<file path="config.mk">
export PLATFORM = sky130hd
export DESIGN_NAME = debounce_multi
export DESIGN_NICKNAME = d
export VERILOG_FILES = /design/src/rtl/debounce_pkg.sv /design/src/rtl/debounce_channel.sv /design/src/rtl/debounce_multi.sv
export SDC_FILE = /design/constraint.sdc
export NUM_CORES = 1
export LEC_CHECK = 0
export ABC_CLOCK_PERIOD_IN_PS = 2300
export BUFFER_PORTS_ARGS = -buffer_cell sky130_fd_sc_hd__buf_2
export CAP_MARGIN = 0
export CORE_ASPECT_RATIO = 1.25
export CORE_MARGIN = 2
export CORE_UTILIZATION = 45
export DETAILED_ROUTE_END_ITERATION = 8
export GPL_ROUTABILITY_DRIVEN = 1
export PLACE_DENSITY = 0.62
export SLEW_MARGIN = 0
export SYNTH_ARGS = -nofsm -noshare
export SYNTH_HDL_FRONTEND = slang
export SYNTH_HIERARCHICAL = 1
export SYNTH_SLANG_ARGS = --single-unit
</file>
<file path="constraint.sdc">
create_clock -name clk -period 2.3 [get_ports clk]
set_input_delay 0.115 -clock clk [delete_from_list [all_inputs] [get_ports clk]]
set_output_delay 0.115 -clock clk [all_outputs]
set_load 0.1 [all_outputs]
</file>
<file path="src/rtl/debounce_pkg.sv">
// Shared defaults and helpers for the multi-channel debouncer.
// Imported by debounce_channel and debounce_multi.
package debounce_pkg;

    localparam int DEF_CHANNELS    = 5;
    localparam int DEF_DEPTH       = 10;
    localparam int DEF_SYNC_STAGES = 2;
    localparam int DEF_HOLD_TICKS  = 500;

    // Width of a counter that must reach hold_ticks inclusive.
    function automatic int cnt_width(input int hold_ticks);
        return $clog2(hold_ticks + 1);
    endfunction

endpackage

</file>
<file path="src/rtl/debounce_channel.sv">
// One debouncer lane: synchroniser, sample history with hysteresis,
// registered edge pulses and a saturating long-press counter.
module debounce_channel
    import debounce_pkg::*;
#(
    parameter int DEPTH       = DEF_DEPTH,
    parameter int SYNC_STAGES = DEF_SYNC_STAGES,
    parameter int HOLD_TICKS  = DEF_HOLD_TICKS
) (
    input  logic clk,
    input  logic rst,
    input  logic load,
    input  logic button,
    output logic db,
    output logic rise,
    output logic fall,
    output logic hold,
    output logic hold_pulse
);

    localparam int             CW       = cnt_width(HOLD_TICKS);
    localparam logic [CW-1:0] HOLD_MAX = CW'(HOLD_TICKS);

    logic [SYNC_STAGES-1:0] sync;
    logic                   s;
    logic [DEPTH-1:0]       h;
    logic [DEPTH-1:0]       hn;
    logic                   qual_high;
    logic                   qual_low;
    logic                   db_next;
    logic [CW-1:0]          cnt;
    logic [CW-1:0]          cnt_next;

    assign s = sync[SYNC_STAGES-1];

    // NOTE: every signal written here gets a default first so no latch is inferred.
    always_comb begin
        hn        = {h[DEPTH-2:0], s};
        qual_high = load && (&hn);
        qual_low  = load && !(|hn);

        db_next = db;
        if (qual_high) begin
            db_next = 1'b1;
        end else if (qual_low) begin
            db_next = 1'b0;
        end

        // Clearing on db_next drops hold together with the fall pulse; gating
        // the increment on the old db keeps the qualifying tick out of the count.
        cnt_next = cnt;
        if (!db_next) begin
            cnt_next = '0;
        end else if (db && load && (cnt != HOLD_MAX)) begin
            cnt_next = cnt + CW'(1);
        end
    end

    // NOTE: sequential state uses non-blocking assignments so every flop
    // samples the pre-edge values regardless of statement order.
    always_ff @(posedge clk or negedge rst) begin
        if (!rst) begin
            sync       <= '0;
            h          <= '0;
            db         <= 1'b0;
            rise       <= 1'b0;
            fall       <= 1'b0;
            cnt        <= '0;
            hold_pulse <= 1'b0;
        end else begin
            sync <= {sync[SYNC_STAGES-2:0], button};
            if (load) begin
                h <= hn;
            end
            db         <= db_next;
            rise       <= db_next && !db;
            fall       <= !db_next && db;
            cnt        <= cnt_next;
            hold_pulse <= (cnt_next == HOLD_MAX) && (cnt != HOLD_MAX);
        end
    end

    assign hold = (cnt == HOLD_MAX);

endmodule

</file>
<file path="src/rtl/debounce_multi.sv">
// Multi-channel push-button/switch debouncer: CHANNELS independent lanes
// sharing one sample tick and one reset.
module debounce_multi
    import debounce_pkg::*;
#(
    parameter int CHANNELS    = DEF_CHANNELS,
    parameter int DEPTH       = DEF_DEPTH,
    parameter int SYNC_STAGES = DEF_SYNC_STAGES,
    parameter int HOLD_TICKS  = DEF_HOLD_TICKS
) (
    input  logic                clk,
    input  logic                rst,
    input  logic                load,
    input  logic [CHANNELS-1:0] button,
    output logic [CHANNELS-1:0] db,
    output logic [CHANNELS-1:0] rise,
    output logic [CHANNELS-1:0] fall,
    output logic [CHANNELS-1:0] hold,
    output logic [CHANNELS-1:0] hold_pulse
);

    for (genvar i = 0; i < CHANNELS; i++) begin : g_lane
        debounce_channel #(
            .DEPTH       (DEPTH),
            .SYNC_STAGES (SYNC_STAGES),
            .HOLD_TICKS  (HOLD_TICKS)
        ) u_lane (
            .clk        (clk),
            .rst        (rst),
            .load       (load),
            .button     (button[i]),
            .db         (db[i]),
            .rise       (rise[i]),
            .fall       (fall[i]),
            .hold       (hold[i]),
            .hold_pulse (hold_pulse[i])
        );
    end

endmodule
</file>
==> results.md, run 1 <==
- The run finished with clean final reports.
- The initial antenna violation count came to 0.
- The number of instances in the synthesized netlist is around 530.
- The routability-driven placement congestion ratio is between 0.8 and 0.9.
- The area share of the largest cell type after synthesis is a little over half.
- In this run, synthesis inferred 0 flip-flops with an integrated enable.
- The TritonCTS buffer count is 17.
- The delay of the slowest cell on the worst path is between 0.4 and 0.5 ns.
- The number of antenna diodes in the final layout is 0.
- The number of clock sinks seen by CTS is between 100 and 150.
- The type of the worst setup path is reg2out.
- The area of the placeable core is ~0.012 mm^2.
- STA classifies the critical path startpoint as a flip-flop.
- For this design the static power due to leakage is between 2 and 3 nW.
- The initialized floorplan defines between 40 and 50 standard-cell rows.
- Summed over all instances, the cell type with the most area after synthesis is sky130_fd_sc_hd__dfrtp_1.
- The sequential share of the synthesized area is 53.1%.
- The number of max-slew violations in the final report is 0.
- The number of buffers between clock root and the deepest sink is 2.
- The internal portion of the total power is around 4.4 mW.
- The number of H-tree levels is 4.
- The first global-routing pass estimated ~19000 um of wire.
- Counting cells, the worst reg-to-reg path comes to 5.
- The Yosys warning count is 6.
- The share of total power dissipated in sequential elements is approximately 45%.
- The peak supply drop is 0.000770 V.
- The max-cap violation count is 0.
- For this design, the slowest cell found on the critical path is sky130_fd_sc_hd__buf_2.
- The critical path goes through inv_1 -> ha_1 -> nand4b_1 -> nor2_4 -> buf_2.
- Setup repair after global routing left no endpoint under its margin.
- The vertical die dimension is ~130 um.
- The worst slew slack as a fraction of its limit is a little under 60%.
- In the routed design, unresolved DRC markers number 0.
- The floorplan die area is around 0.013 mm^2.
- Setup violations remaining at the end of the flow were counted as 0.
- Net switching is between 20% and 30% of the power.
- Dividing total power by cell area gives a power density of around 850 mW/mm^2.
- The cell area reported after detailed placement is approximately 0.006 mm^2.
- The die is between 100 and 150 um wide.
- Of the available clock period, the critical path in the final layout requires between 80% and 90%.
- For the final database, setup skew stands at slightly above 0.006 ns.
- The required arrival time at the worst endpoint is around 2.2 ns.
- Entering global routing, the biggest net connects 54 pins.
- The kind of cell with the highest combined delay along the critical path is buffers and inverters.
- In this run the number of cells on the critical path is 5.
- The number of setup buffers added after CTS is 0.
- Clock-pin slew was measured on the worst setup and hold paths at about 0.050 ns.
- For the pin with the worst max-slew slack, the measured transition is approximately 0.63 ns.
- The number of buffers and inverters on the critical path is 2.
- The worst setup path is captured at an output port.
- The fraction of final layout cells with drive strength greater than 1 is between 20% and 30%.
- For this design the top-level I/O count stands at 33.
- The number of synthesized register bits is between 100 and 150.
- The via count is slightly above 4000.
- The residual overflow from global routing is 0.
- The average wire length per cell after detail routing is ~14 um.
- For hold timing, the worst endpoint is g_lane[0].u_lane/h[1].
- The register-to-register setup slack is roughly 0.47 ns.
- Along the worst path, the maximum fanout reaches 5.
- The detail route stage leaves a number of antenna-violating nets equal to 0.
- The tree is rooted in a sky130_fd_sc_hd__clkbuf_16.
- The final design area excluding fillers is 0.00681 mm^2.
- In this run, the number of DRC markers left after iteration 0 of detailed routing was 151.
- The most used flip-flop cell after synthesis is sky130_fd_sc_hd__dfrtp_1.
- The number of cells traversed by the worst hold path is 3.
- The net switching power of the design is between 1 and 1.5 mW.
- The share of power burned in combinational logic is under 10%.
- The number of unique standard cell types used by synthesis is 29.
- The total negative slack is 0 ns.
- The number of global-route vias before repair was 4045.
- The type of the tightest min-delay check is in2reg.
- Data on the critical path arrives at its endpoint at 1.95 ns.
- The insertion delay of the later-clocked pin in the worst-skew pair is 0.41 ns.
- The number of search-and-repair iterations in the first detailed-routing pass is 4.
- The post-synthesis async set-or-reset flop share is 100%.
- The number of nets in the synthesized netlist is ~540.
- The total routing usage reported by global routing is 17.2%.
- The clock network is responsible for between 40% and 50% of the overall power.
- The endpoint of the worst-slack reg-to-reg timing path is g_lane[0].u_lane/hold_pulse.
- The worst path in the final design needs a cycle of 2.06 ns, including I/O delays and setup.
- The relative area change from synthesis to final layout is 20.3%.
- The startpoint of the worst hold path is load.
- The starting density of the core is a little under half.
- After detailed routing, the number of vias per cell comes to ~5.3.
- In the final design database the tool counted 599 nets.
- The wire-length estimate of the detail-placed layout is ~7200 um.
- The synthesized netlist occupies a cell area of roughly 0.0057 mm^2.
- The reg-to-reg critical path startpoint is g_lane[0].u_lane/cnt[4].
- After synthesis, the cell types taking the most area are sky130_fd_sc_hd__dfrtp_1 (53%), sky130_fd_sc_hd__mux2_2 (9.0%), sky130_fd_sc_hd__nor2_1 (5.0%), sky130_fd_sc_hd__xnor2_1 (3.1%), sky130_fd_sc_hd__xor2_1 (3.1%).
- The total count of hold-check failures in the final report came to 0.
- Summed over all layers, the routed wires come to about 11000 um.
- The worst hold margin is 0.202 ns.
- TritonCTS built the clock tree.
- For this run, the top clock speed supported by timing is just under 0.5 GHz.
- The port buffer count is 32.
- The per-instance average area after synthesis is roughly 11 um^2.
-- synthesized netlist by cell type, drive strengths merged (10+ instances only) --
| cell | number |
|---|---|
| dfrtp | 120 |
| nor2 | 75 |
| mux2 | 45 |
| inv | 25 |
| nand3 | 25 |
| nand2 | 20 |
| nand4 | 20 |
| nor3 | 20 |
| xnor2 | 20 |
| xor2 | 20 |
| a21oi | 15 |
| nand4b | 15 |
| nor4 | 15 |
| buf | 10 |
| ha | 10 |
| mux2i | 10 |
| o21ai | 10 |
-- how the worst max path moves through the flow --
stage	from	to	slack, ns
after detailed placement	load	g_lane[3].u_lane/hold_pulse	0.47
after floorplan	g_lane[0].u_lane/db	g_lane[0].u_lane/hold_pulse	0.23
after CTS	g_lane[4].u_lane/cnt[0]	hold[4]	0.23
final	g_lane[4].u_lane/cnt[0]	hold[4]	0.24
after global routing	g_lane[4].u_lane/cnt[0]	hold[4]	0.16
after global placement	load	g_lane[3].u_lane/hold_pulse	0.53
-- layer usage --
| metal | global-route usage, % | vias to the layer above | wire length, um |
|---|---|---|---|
| li1 | - | 1978 | - |
| met1 | 21.6 | 1976 | 4880 |
| met2 | 27.9 | 59 | 5250 |
| met3 | 4.88 | 19 | 395 |
| met4 | 7.55 | 0 | 215 |
| met5 | 0 | - | 0 |
-- sequential cells by signal (all words and copies together) (netlist names) --
name                      count
g_lane.u_lane/cnt            45
g_lane.u_lane/h              45
g_lane.u_lane/sync           10
g_lane.u_lane/db              5
g_lane.u_lane/fall            5
g_lane.u_lane/hold_pulse      5
g_lane.u_lane/rise            5
-- cell type report --
| cell class | count | area (um^2) |
|---|---|---|
| Clock inverter | 7 | 115 |
| Clock buffer | 25 | 495 |
| Inverter | 25 | 93.8 |
| Multi-Input combinational cell | 365 | 2530 |
| Timing Repair Buffer | 52 | 353 |
| Fill cell | 1068 | 5410 |
| Tap cell | 164 | 205 |
| Sequential cell | 120 | 3010 |
-- power groups by stage --
stage	clock (mW)	combinational, mW	sequential, mW
after floorplan	0	0.302	2.62
after global placement	0	0.471	2.62
after detailed placement	0	0.487	2.63
after CTS	2.76	0.498	2.60
after global routing	2.86	0.543	2.65
final	2.71	0.488	2.60
-- what timing repair did --
| item | CTS | global route |
|---|---|---|
| endpoints found under the hold margin | 52 | 0 |
| endpoints found under the setup margin | 0 | 0 |
| hold buffers | 6 | 0 |
| gates resized for setup | 0 | 0 |
-- cells in the final DEF, fill, tap and decap left out, types with 6 or more instances in the layout --
cell type	netlist	layout
sky130_fd_sc_hd__dfrtp_1	120	115
sky130_fd_sc_hd__nor2_1	75	70
sky130_fd_sc_hd__mux2_2	45	45
sky130_fd_sc_hd__buf_2	5	31
sky130_fd_sc_hd__inv_1	25	25
sky130_fd_sc_hd__nand3_1	25	25
sky130_fd_sc_hd__nand4_1	20	20
sky130_fd_sc_hd__nor3_1	20	20
sky130_fd_sc_hd__nand2_1	20	20
sky130_fd_sc_hd__xnor2_1	20	20
sky130_fd_sc_hd__xor2_1	20	20
sky130_fd_sc_hd__clkbuf_16	0	17
sky130_fd_sc_hd__nor4_1	15	15
sky130_fd_sc_hd__a21oi_1	15	15
sky130_fd_sc_hd__nand4b_1	15	15
sky130_fd_sc_hd__buf_4	0	13
sky130_fd_sc_hd__mux2i_1	10	10
sky130_fd_sc_hd__ha_1	10	10
sky130_fd_sc_hd__dlygate4sd3_1	0	6
-- kinds of logic after synthesis --
family / synth area share, %
simple gates: 20.2
flops: 53.1
mux: 10.7
compound gates: 4.76
xor+xnor: 6.19
buf+inv: 2.77
fa+ha+maj: 2.21
-- stage by stage --
stage | total power [mW] | setup WS, ns | std cells | utilization (%)
final | 5.80 | 0.236 | 758 | 55.7
after global routing | 6.05 | 0.162 | 758 | 55.7
after CTS | 5.86 | 0.229 | 758 | 55.7
after detailed placement | 3.12 | 0.473 | 720 | 50.2
after global placement | 3.09 | 0.526 | 720 | 50.2
after floorplan | 2.92 | 0.226 | 525 | -
-- worst reg2reg max path, delay by kind of cell (launching register included) --
kind,cells,cell delay [ns]
flops,1,0.44
simple gates,2,0.68
compound gates,3,0.59
(Power assumes the default switching activity.)
==> run 2, diff against run 1 <==
- CORE_MARGIN: 2 -> default
==> run 2 against run 1 <==
Against the previous run: sequential power hardly changed; clock power rose by 5%; largest power group unchanged; final area increased by 0.37%; global-route usage is 1.3 points higher; largest cell class unchanged; first-iteration DRC count is 27% lower; register-to-register slack got worse by 0.02 ns.
==> results.md, run 2 (same netlist as run 1, synthesis figures left out) <==
- In the layout the commonest cells are sky130_fd_sc_hd__dfrtp_1 (115), sky130_fd_sc_hd__nor2_1 (70), sky130_fd_sc_hd__mux2_2 (45).
- The total power divided by cell area is 870 mW/mm^2 (+2.1%).
- The starting density of the core is 46.3% (unchanged).
- Walking the worst path, the cells encountered are inv_1 -> ha_1 -> nand4b_1 -> nor2_4 -> buf_2.
- The fraction of final layout cells with drive strength greater than 1 came to 23.4% (+0.039 points).
- The area of the placeable core is 0.0122 mm^2 (unchanged).
- The floorplan die area is 0.0130 mm^2 (-3.4%).
- The total routing usage reported by global routing is 18.5% (+1.3 points).
- The delay of the slowest cell on the worst path is 0.45 ns (about the same).
- The maximum net fanout on the critical path is 5 (unchanged).
- The worst slew slack as a fraction of its limit came to 62.0% (+4.1 points).
- The leakage power summed over all cells was 2.81 nW (+0.52%).
- On the critical path, the stage with the largest delay is an instance of sky130_fd_sc_hd__buf_2.
- The initial antenna violation count is 0 (unchanged).
- The critical path startpoint category is a flip-flop.
- The required arrival time at the worst endpoint is 2.18 ns (about the same).
- Compared with the post-synthesis result, the final layout area differs by 20.8%.
- The final wirelength is 10700 um (-0.74%).
- The number of fill cells in the layout is 1055 (-1.2%).
- The residual overflow from global routing is 0 (unchanged).
- The peak supply drop was 0.000633 V (-18%).
- The total negative slack is 0 ns (unchanged).
- The final worst-path setup slack is 0.250 ns (+0.0139 ns).
- The post-route DRC violation count is 0 (unchanged).
- The maximum clock rate is 0.488 GHz (+0.68%).
- The clock-pin transition on the worst setup and hold timing paths was 0.05 ns (about the same).
- The port buffer count is 32 (unchanged).
- The most common cell after layout, fill and taps aside is sky130_fd_sc_hd__dfrtp_1.
- The number of max-slew violations in the final report is 0 (unchanged).
- The number of H-tree levels was 4 (unchanged).
- The run finished with clean final reports.
- The vertical die dimension was 127 um (-1.5%).
- The number of buffers added for setup after CTS came to 0 (unchanged).
- The worst setup path is captured at an output port.
- The worst setup path is of the reg2out kind.
- The number of global-route vias before repair was 3989 (-1.4%).
- The number of buffers between clock root and the deepest sink came to 2 (unchanged).
- The detail-routed via count per cell was 5.36 (+0.75%).
- The post-placement setup slack is 0.412 ns (-0.0609 ns).
- The initial DRC count is 110 (-27%).
- Setup repair after global routing left no endpoint under its margin.
- The average wire length per cell after detail routing is 14.1 um (-0.61%).
- The max-cap violation count is 0 (unchanged).
- The number of search-and-repair iterations in the first detailed-routing pass is 4 (unchanged).
- The multi-input combinational cell area is 0.00253 mm^2 (unchanged).
- TritonCTS built the clock tree.
- The final design area excluding fillers is 0.00683 mm^2 (+0.37%).
- The count of nets left with antenna violations after detail routing is 0 (unchanged).
- The insertion delay of the later-clocked pin in the worst-skew pair was 0.41 ns (about the same).
- The TritonCTS buffer count is 17 (unchanged).
- The total setup violations reported at the end of the flow is 0 (unchanged).
- The final HPWL from detailed placement is 7070 um (-2.5%).
- The global-route wire length before repair is 18600 um (-0.30%).
- The via count was 4057 (+0.62%).
- The number of nets in the finished design is 598 (-0.17%).
- The cell area reported after detailed placement is 0.00613 mm^2 (-0.12%).
- Broken down by cell family, the worst path's largest delay share belongs to buffers and inverters.
- The actual slew at the worst max-slew pin is 0.569 ns (-0.0608 ns).
- The number of diodes is 0 (unchanged).
- The number of buffers and inverters on the critical path came to 2 (unchanged).
- In the final layout, the registers with the most flip-flops are g_lane.u_lane/cnt: 45 flops, g_lane.u_lane/h: 45 flops, g_lane.u_lane/sync: 10 flops.
- The maximum number of pins on one net before global-route repair came to 71 (+31%).
- The data arrival time of the worst path came to 1.94 ns (about the same).
- The number of clock sinks seen by CTS came to 120 (unchanged).
- The shortest clock period the worst path allows after layout came to 2.05 ns (-0.0139 ns).
- The sequential standard cell area is 0.00301 mm^2 (unchanged).
- The die boundary width came to 102 um (-1.9%).
- The root buffer cell is sky130_fd_sc_hd__clkbuf_16.
- The number of ports placed on the die boundary was 33 (unchanged).
- The total count of hold-check failures in the final report is 0 (unchanged).
- The path class of the tightest hold or removal check is in2async.
- The routability-driven placement congestion ratio came to 0.778 (-6.3%).
- The number of cell rows is 45 (unchanged).
- The post-route clock period utilization was 89.1% (-0.60 points).
- The largest clock skew in the final design came to 0.00773 ns (+0.00157 ns).
-- run 2: changes by cell type in the layout (fill, tap and decap cells not counted) --
cell / change
sky130_fd_sc_hd__buf_4: -1
sky130_fd_sc_hd__bufinv_16: +1
sky130_fd_sc_hd__clkbuf_1: -1
sky130_fd_sc_hd__clkbuf_8: +1
sky130_fd_sc_hd__clkinvlp_4: -1
-- run 2: cell type report --
class                           instances  area share (%)
Timing Repair Buffer                   51            5.06
Inverter                               25            1.37
Tap cell                              164            3.00
Clock buffer                           25            7.40
Multi-Input combinational cell        365            37.1
Sequential cell                       120            44.1
Clock inverter                          7            2.02
-- run 2: worst register-to-register path: stages (launching register included) --
cell                        delay (ns)
sky130_fd_sc_hd__dfrtp_1          0.44
sky130_fd_sc_hd__ha_1             0.21
sky130_fd_sc_hd__nand3_1          0.19
sky130_fd_sc_hd__nor3_1           0.38
sky130_fd_sc_hd__nand4b_1         0.18
sky130_fd_sc_hd__a2111oi_2        0.33
-- run 2: timing repair --
item                                   in CTS  in global routing
resized for setup                           0                  0
endpoints found under the hold margin      93                  0
hold buffers                                6                  0
-- run 2: worst paths after layout --
path | from | to | slack [ns] | cells past startpoint
min | rst | g_lane[1].u_lane/cnt[8] | 0.14 | 2
max reg2reg | g_lane[3].u_lane/cnt[0] | g_lane[3].u_lane/hold_pulse | 0.45 | 5
max | g_lane[3].u_lane/cnt[0] | hold[3] | 0.25 | 5
min reg2reg | g_lane[3].u_lane/sync[0] | g_lane[3].u_lane/sync[1] | 0.35 | 0
min in group clk | load | g_lane[2].u_lane/rise | 0.23 | 4
max in group asynchronous | rst | g_lane[1].u_lane/db | 1.45 | 3
-- run 2: layer usage --
metal / wire length, um / vias to the layer above / GRT usage (%)
met5: 0 / - / 0
met4: 191 / 0 / 8.24
met1: 4800 / 2007 / 23.3
met3: 339 / 16 / 5.25
li1: - / 1976 / -
met2: 5330 / 58 / 29.3
-- run 2: power by group --
part           switching (mW)  total [mW]  internal (mW)
clock                   0.894        2.85           1.95
sequential              0.245        2.61           2.36
combinational           0.233       0.484          0.251
-- run 2: stage by stage --
stage	total power, mW	hold slack [ns]	std cells	util (%)
6_report	5.94	0.139	757	55.9
3_3_place_gp	3.09	0.0199	719	50.1
3_5_place_dp	3.12	0.0215	719	50.1
2_1_floorplan	2.92	-0.181	525	-
5_1_grt	6.20	0.150	757	55.9
4_1_cts	6.02	0.130	757	55.9
